### src/rtl/hazard_pkg.sv
// Shared encodings for the pipeline hazard unit: forwarding selects and MDU tracker states.
package hazard_pkg;

  localparam int REG_W_DEF = 5;

  localparam logic [1:0] FWD_NONE = 2'b00;
  localparam logic [1:0] FWD_WB   = 2'b01;
  localparam logic [1:0] FWD_MEM  = 2'b10;

  typedef enum logic {
    IDLE = 1'b0,
    BUSY = 1'b1
  } mduState_t;

endpackage

### src/rtl/mdu_busy_tracker.sv
// Tracks the iterative multiply/divide unit: busy for MDU_CYCLES-1 cycles after a start pulse.
module mdu_busy_tracker
  import hazard_pkg::*;
#(
  parameter int MDU_CYCLES = 32
) (
  input  logic clk,
  input  logic rst_n,
  input  logic start,
  output logic busy
);

  localparam int W = (MDU_CYCLES > 2) ? $clog2(MDU_CYCLES) : 1;
  localparam logic [W-1:0] START_CNT = W'(MDU_CYCLES - 1);
  localparam logic [W-1:0] ONE       = W'(1);

  mduState_t state, stateNext;
  logic [W-1:0] cnt, cntNext;

  // NOTE: sequential state uses non-blocking assignments so every flop samples pre-edge values.
  always_ff @(posedge clk or negedge rst_n) begin
    if (!rst_n) begin
      state <= IDLE;
      cnt   <= '0;
    end else begin
      state <= stateNext;
      cnt   <= cntNext;
    end
  end

  // NOTE: defaults come first so no path through the case leaves a target unassigned (no latch).
  always_comb begin
    stateNext = state;
    cntNext   = cnt;
    unique case (state)
      IDLE: begin
        if (start) begin
          stateNext = BUSY;
          cntNext   = START_CNT;
        end
      end
      BUSY: begin
        cntNext = cnt - ONE;
        if (cnt == ONE) stateNext = IDLE;
      end
    endcase
  end

  assign busy = (state == BUSY);

  // A second start while busy is dropped by the FSM; flag it as illegal stimulus.
  assert property (@(posedge clk) disable iff (!rst_n) !(start && state == BUSY))
    else $error("mdu_busy_tracker: start pulse while MDU busy");

endmodule

### src/rtl/hazard_ctrl_unit.sv
// Stall, flush and forwarding control for the 5-stage MIPS pipeline, with a
// multi-cycle load hold counter and an MDU busy tracker.
module hazard_ctrl_unit
  import hazard_pkg::*;
#(
  parameter int REG_W      = REG_W_DEF,
  parameter int LOAD_LAT   = 1,
  parameter int MDU_CYCLES = 32,
  parameter int CNT_W      = 6
) (
  input  logic             clk,
  input  logic             rst_n,
  input  logic [REG_W-1:0] RsD,
  input  logic [REG_W-1:0] RtD,
  input  logic [REG_W-1:0] RsE,
  input  logic [REG_W-1:0] RtE,
  input  logic [REG_W-1:0] WriteRegE,
  input  logic [REG_W-1:0] WriteRegM,
  input  logic [REG_W-1:0] WriteRegW,
  input  logic             RegWriteE,
  input  logic             RegWriteM,
  input  logic             RegWriteW,
  input  logic             MemtoRegE,
  input  logic             MemtoRegM,
  input  logic             BranchD,
  input  logic             MduStartE,
  input  logic             MduUseD,
  output logic             StallF,
  output logic             StallD,
  output logic             FlushE,
  output logic             ForwardAD,
  output logic             ForwardBD,
  output logic [1:0]       ForwardAE,
  output logic [1:0]       ForwardBE,
  output logic             MduBusy
);

  logic             lwStall, branchStall, ldHold, mduBusyInt, mduStall, stall;
  logic [CNT_W-1:0] ldCnt;
  logic [1:0]       fwdAE, fwdBE;

  // $zero is hard-wired, so a write to it never creates a dependency.
  function automatic logic regHit(input logic [REG_W-1:0] dst, input logic [REG_W-1:0] src);
    return (src != '0) && (dst == src);
  endfunction

  // MEM is the younger producer and takes priority over WB.
  assign fwdAE = (RegWriteM && regHit(WriteRegM, RsE)) ? FWD_MEM :
                 (RegWriteW && regHit(WriteRegW, RsE)) ? FWD_WB  : FWD_NONE;
  assign fwdBE = (RegWriteM && regHit(WriteRegM, RtE)) ? FWD_MEM :
                 (RegWriteW && regHit(WriteRegW, RtE)) ? FWD_WB  : FWD_NONE;

  assign lwStall = MemtoRegE && (regHit(RtE, RsD) || regHit(RtE, RtD));

  assign branchStall = BranchD &&
    ((RegWriteE && (regHit(WriteRegE, RsD) || regHit(WriteRegE, RtD))) ||
     (MemtoRegM && (regHit(WriteRegM, RsD) || regHit(WriteRegM, RtD))));

  // Extra hold cycles beyond the single load-use bubble; a running count is never reloaded.
  always_ff @(posedge clk or negedge rst_n) begin
    if (!rst_n)              ldCnt <= '0;
    else if (ldCnt != '0)    ldCnt <= ldCnt - CNT_W'(1);
    else if (lwStall)        ldCnt <= CNT_W'(LOAD_LAT - 1);
  end

  assign ldHold = (ldCnt != '0);

  mdu_busy_tracker #(
    .MDU_CYCLES(MDU_CYCLES)
  ) uMduTracker (
    .clk  (clk),
    .rst_n(rst_n),
    .start(MduStartE),
    .busy (mduBusyInt)
  );

  assign mduStall = mduBusyInt && MduUseD;
  assign stall    = lwStall || branchStall || ldHold || mduStall;

  // Reset also silences the combinational paths, not just the registered state.
  assign StallF    = rst_n && stall;
  assign StallD    = rst_n && stall;
  assign FlushE    = rst_n && stall;
  assign ForwardAD = rst_n && RegWriteM && regHit(WriteRegM, RsD);
  assign ForwardBD = rst_n && RegWriteM && regHit(WriteRegM, RtD);
  assign ForwardAE = rst_n ? fwdAE : FWD_NONE;
  assign ForwardBE = rst_n ? fwdBE : FWD_NONE;
  assign MduBusy   = rst_n && mduBusyInt;

endmodule

### config.mk
export PLATFORM = sky130hd
export DESIGN_NAME = hazard_ctrl_unit
export DESIGN_NICKNAME = d
export VERILOG_FILES = /design/src/rtl/hazard_pkg.sv /design/src/rtl/mdu_busy_tracker.sv /design/src/rtl/hazard_ctrl_unit.sv
export SDC_FILE = /design/constraint.sdc
export NUM_CORES = 1
export LEC_CHECK = 0
export CAP_MARGIN = 20
export CORE_MARGIN = 1.5
export CORE_UTILIZATION = 44
export CTS_CLUSTER_SIZE = 24
export DETAILED_ROUTE_END_ITERATION = 6
export GPL_TIMING_DRIVEN = 0
export PLACE_DENSITY_LB_ADDON = 0.08
export SYNTH_ARGS = -nofsm -noshare
export SYNTH_HDL_FRONTEND = slang
export SYNTH_HIERARCHICAL = 1
export SYNTH_SLANG_ARGS = --single-unit
### constraint.sdc
create_clock -name clk -period 2.15 [get_ports clk]
set_input_delay 0.3225 -clock clk [delete_from_list [all_inputs] [get_ports clk]]
set_output_delay 0.3225 -clock clk [all_outputs]
set_load 0.03 [all_outputs]
==> results.sh <==
export IMPL_drt_wl_total_um=4050
export IMPL_maxCapViolations=0
export IMPL_ys_async_sr_fraction_pct=100
export IMPL_ioPinCount=55
export IMPL_syn_nets=206
export IMPL_clk_latency_ps=270
export IMPL_drtPass1Iterations=4
export IMPL_setup_viol=3
export IMPL_vias=1389
export IMPL_max_freq_mhz=442
export IMPL_synth_edf_count=0
export IMPL_antenna_found_initial=0
export IMPL_min_period_ps=2260
export IMPL_violations="setup timing"
export IMPL_worst_ep_arrival_time_ps=1940
export IMPL_worst_slack_ps=-110
export IMPL_power_density_nw_per_um2=487
export IMPL_hold_buffers=0
export IMPL_r2r_cells=7
export IMPL_tightest_slew_ps=455
export IMPL_ys_ff_latch=12
export IMPL_grt_pass1_wl_um=6350
export IMPL_min_path_type="input pin to async pin"
export IMPL_grt_pass1_vias=1449
export IMPL_grt_setup_unrepaired="true"
export IMPL_slew_violations=0
export IMPL_slew_headroom_pct=69.7
export IMPL_start_util_pct=45.6
export IMPL_area_delta_synth_final_pct=51.3
export IMPL_fin_util_pct=69.0
export IMPL_synthFlopType="dfrtp_1"
export IMPL_hpwl_um=3090
export IMPL_core_area_um2=3000
export IMPL_fill_cells=268
export IMPL_die_area_um2=3460
export IMPL_ys_warn_count=6
export IMPL_die_w_um=58.8
export IMPL_wl_per_cell_um=16.3
export IMPL_drive_above_1_share_pct=30.6
export IMPL_leakage_nw=0.843
export IMPL_fin_worst_skew_ps=4.66
export IMPL_fin_nets=266
export IMPL_clock_sinks=12
export IMPL_root_buffer="clkbuf_4"
export IMPL_clk_path_buf_depth=2
export IMPL_layoutNonFillerInstCount=249
export IMPL_worstPathMaxFanout=4
export IMPL_cts_tree="yes"
export IMPL_first_iter_violations=33
export IMPL_outcome="finished with violations"
export IMPL_postRouteAntennaNets=0
export IMPL_finalHoldViolCount=0
export IMPL_avgSynthCellArea_um2=8.73
export IMPL_core_rowCount=20
export IMPL_grtUsageTotal_pct=24.2
export IMPL_insertedDiodeCount=0
export IMPL_grt_max_degree=21
export IMPL_synth_distinct_cells=33
export IMPL_cts_max_level=1
export IMPL_critPathCaptureType="output pin"
export IMPL_fin_crit_sh_pct=105
export IMPL_crit_required_ps=1830
export IMPL_synth_area_um2=1370
export IMPL_dp_cells=237
export IMPL_gp_congestion=0.814
export IMPL_crit_type="input pin to output pin"
export IMPL_drc=0
export IMPL_ys_seq_area_share_pct=21.9
export IMPL_die_y_um=58.8
export IMPL_cts_buffers_inserted=3
export IMPL_ir_worst_vdd_mv=0.447
export IMPL_cp_start_kind="input pin"
export IMPL_overflow=0
export IMPL_numPortBuffers=47
export IMPL_vias_per_cell=5.58
export IMPL_synthCells=157
export IMPL_path_clk_slew_ps=80
[power by group]
group	total, W	switching (W)	internal [W]
Combinational	0.000477	0.000229	0.000248
Sequential	0.000353	0.0000721	0.000281
Clock	0.000179	0.0000764	0.000103
Total	0.00101	0.000377	0.000632
[per-stage QoR]
step           setup TNS [ps]  hold slack [ps]  setup WS [ps]  total power [W]  cell area (um^2)
2_1_floorplan           -18.3             26.9          -18.3         0.000628              1400
3_3_place_gp            -7060              483          -1020         0.000787              1910
3_5_place_dp            -7140              490          -1040         0.000812              1910
4_1_cts                  -354             64.7           -126          0.00101              2050
5_1_grt                  -522             82.4           -180          0.00107              2070
6_report                 -296             72.1           -110          0.00101              2070
[logic make-up after synthesis]
kind of cell,Yosys count,synth area share [%]
AO/OA/AOI/OAI,13,6.21
buffers and inverters,16,5.84
flip-flops,12,21.9
AND/OR/NAND/NOR,57,27.2
adder cells (fa/ha/maj),4,3.65
XOR/XNOR,55,35.2
[placed cells by master, fill, tap and decap left out, types with 3 or more instances in the layout]
| master | count |
|---|---|
| dfrtp_1 | 12 |
| clkbuf_2 | 3 |
| buf_4 | 12 |
| nor2_4 | 3 |
| clkbuf_1 | 4 |
| xor2_1 | 17 |
| clkdlybuf4s15_2 | 5 |
| inv_1 | 3 |
| nand4_1 | 6 |
| nor4_2 | 8 |
| a21oi_1 | 6 |
| or4_4 | 3 |
| ha_1 | 3 |
| dlygate4sd2_1 | 5 |
| nor3_1 | 7 |
| clkbuf_4 | 4 |
| clkdlybuf4s15_1 | 3 |
| buf_2 | 7 |
| nand3_1 | 7 |
| a21o_1 | 3 |
| nor2_1 | 5 |
| clkdlybuf4s50_1 | 16 |
| xnor2_1 | 38 |
| and2_1 | 3 |
| buf_6 | 7 |
[flip-flops by register name, summed over array words and instances (netlist names)]
register	cells
uMduTracker/busy	1
ldCnt	6
uMduTracker/cnt	5
[synthesized netlist by cell type, types with 3 or more instances]
master,number,area [um^2]
a21o_1,3,22.5
a21oi_1,6,30.0
and2_1,3,18.8
buf_2,4,20.0
clkbuf_1,4,15.0
dfrtp_1,12,300
ha_1,4,50.1
inv_1,5,18.8
nand3_1,7,35.0
nand4_1,6,37.5
nor2_1,7,26.3
nor3_1,8,40.0
nor4_1,8,50.1
xnor2_1,38,333
xor2_1,17,149
[what timing repair did]
action,4_1_cts,5_1_grt
pin swaps,14,11
setup buffers,6,2
cloned,0,0
resized for setup,119,20
setup endpoints to repair,10,9
[path summary, 6_finish.rpt]
path	startpoint	end	slack [ps]
setup / recovery	RsD[1]	StallD	-110
min in group clk	ldCnt[5]$_DFFE_PN0P_	ldCnt[5]$_DFFE_PN0P_	510
setup reg to reg	ldCnt[0]$_DFFE_PN0P_	ldCnt[0]$_DFFE_PN0P_	630
hold reg to reg	ldCnt[5]$_DFFE_PN0P_	ldCnt[5]$_DFFE_PN0P_	510
max in group asynchronous	rst_n	uMduTracker/busy$_DFF_PN0_	1760
hold / removal	rst_n	ldCnt[2]$_DFFE_PN0P_	70
[critical path: stages]
cell and delay (ps):
buf_4 140, or4_4 490, nor2_4 180, nor4_2 50
o211ai_1 280, a41oi_4 190, buf_6 150, buf_6 130
[layer usage]
metal	vias up	routed length (um)	GRT usage [%]
met4	0	63	6.82
met2	49	2160	46.3
met1	668	1600	26.3
li1	663	-	-
met3	9	218	5.49
met5	-	0	0
[cell type report]
class                           instances  area, um^2  area share (%)
Multi-Input combinational cell        129        1100            53.2
Tap cell                               33        41.3            1.99
Clock buffer                            4        36.3            1.75
Sequential cell                        12         300            14.5
Timing Repair Buffer                   55         503            24.3
Inverter                                5        18.8           0.905
Buffer                                 11        71.3            3.44
(Power assumes the default switching activity.)
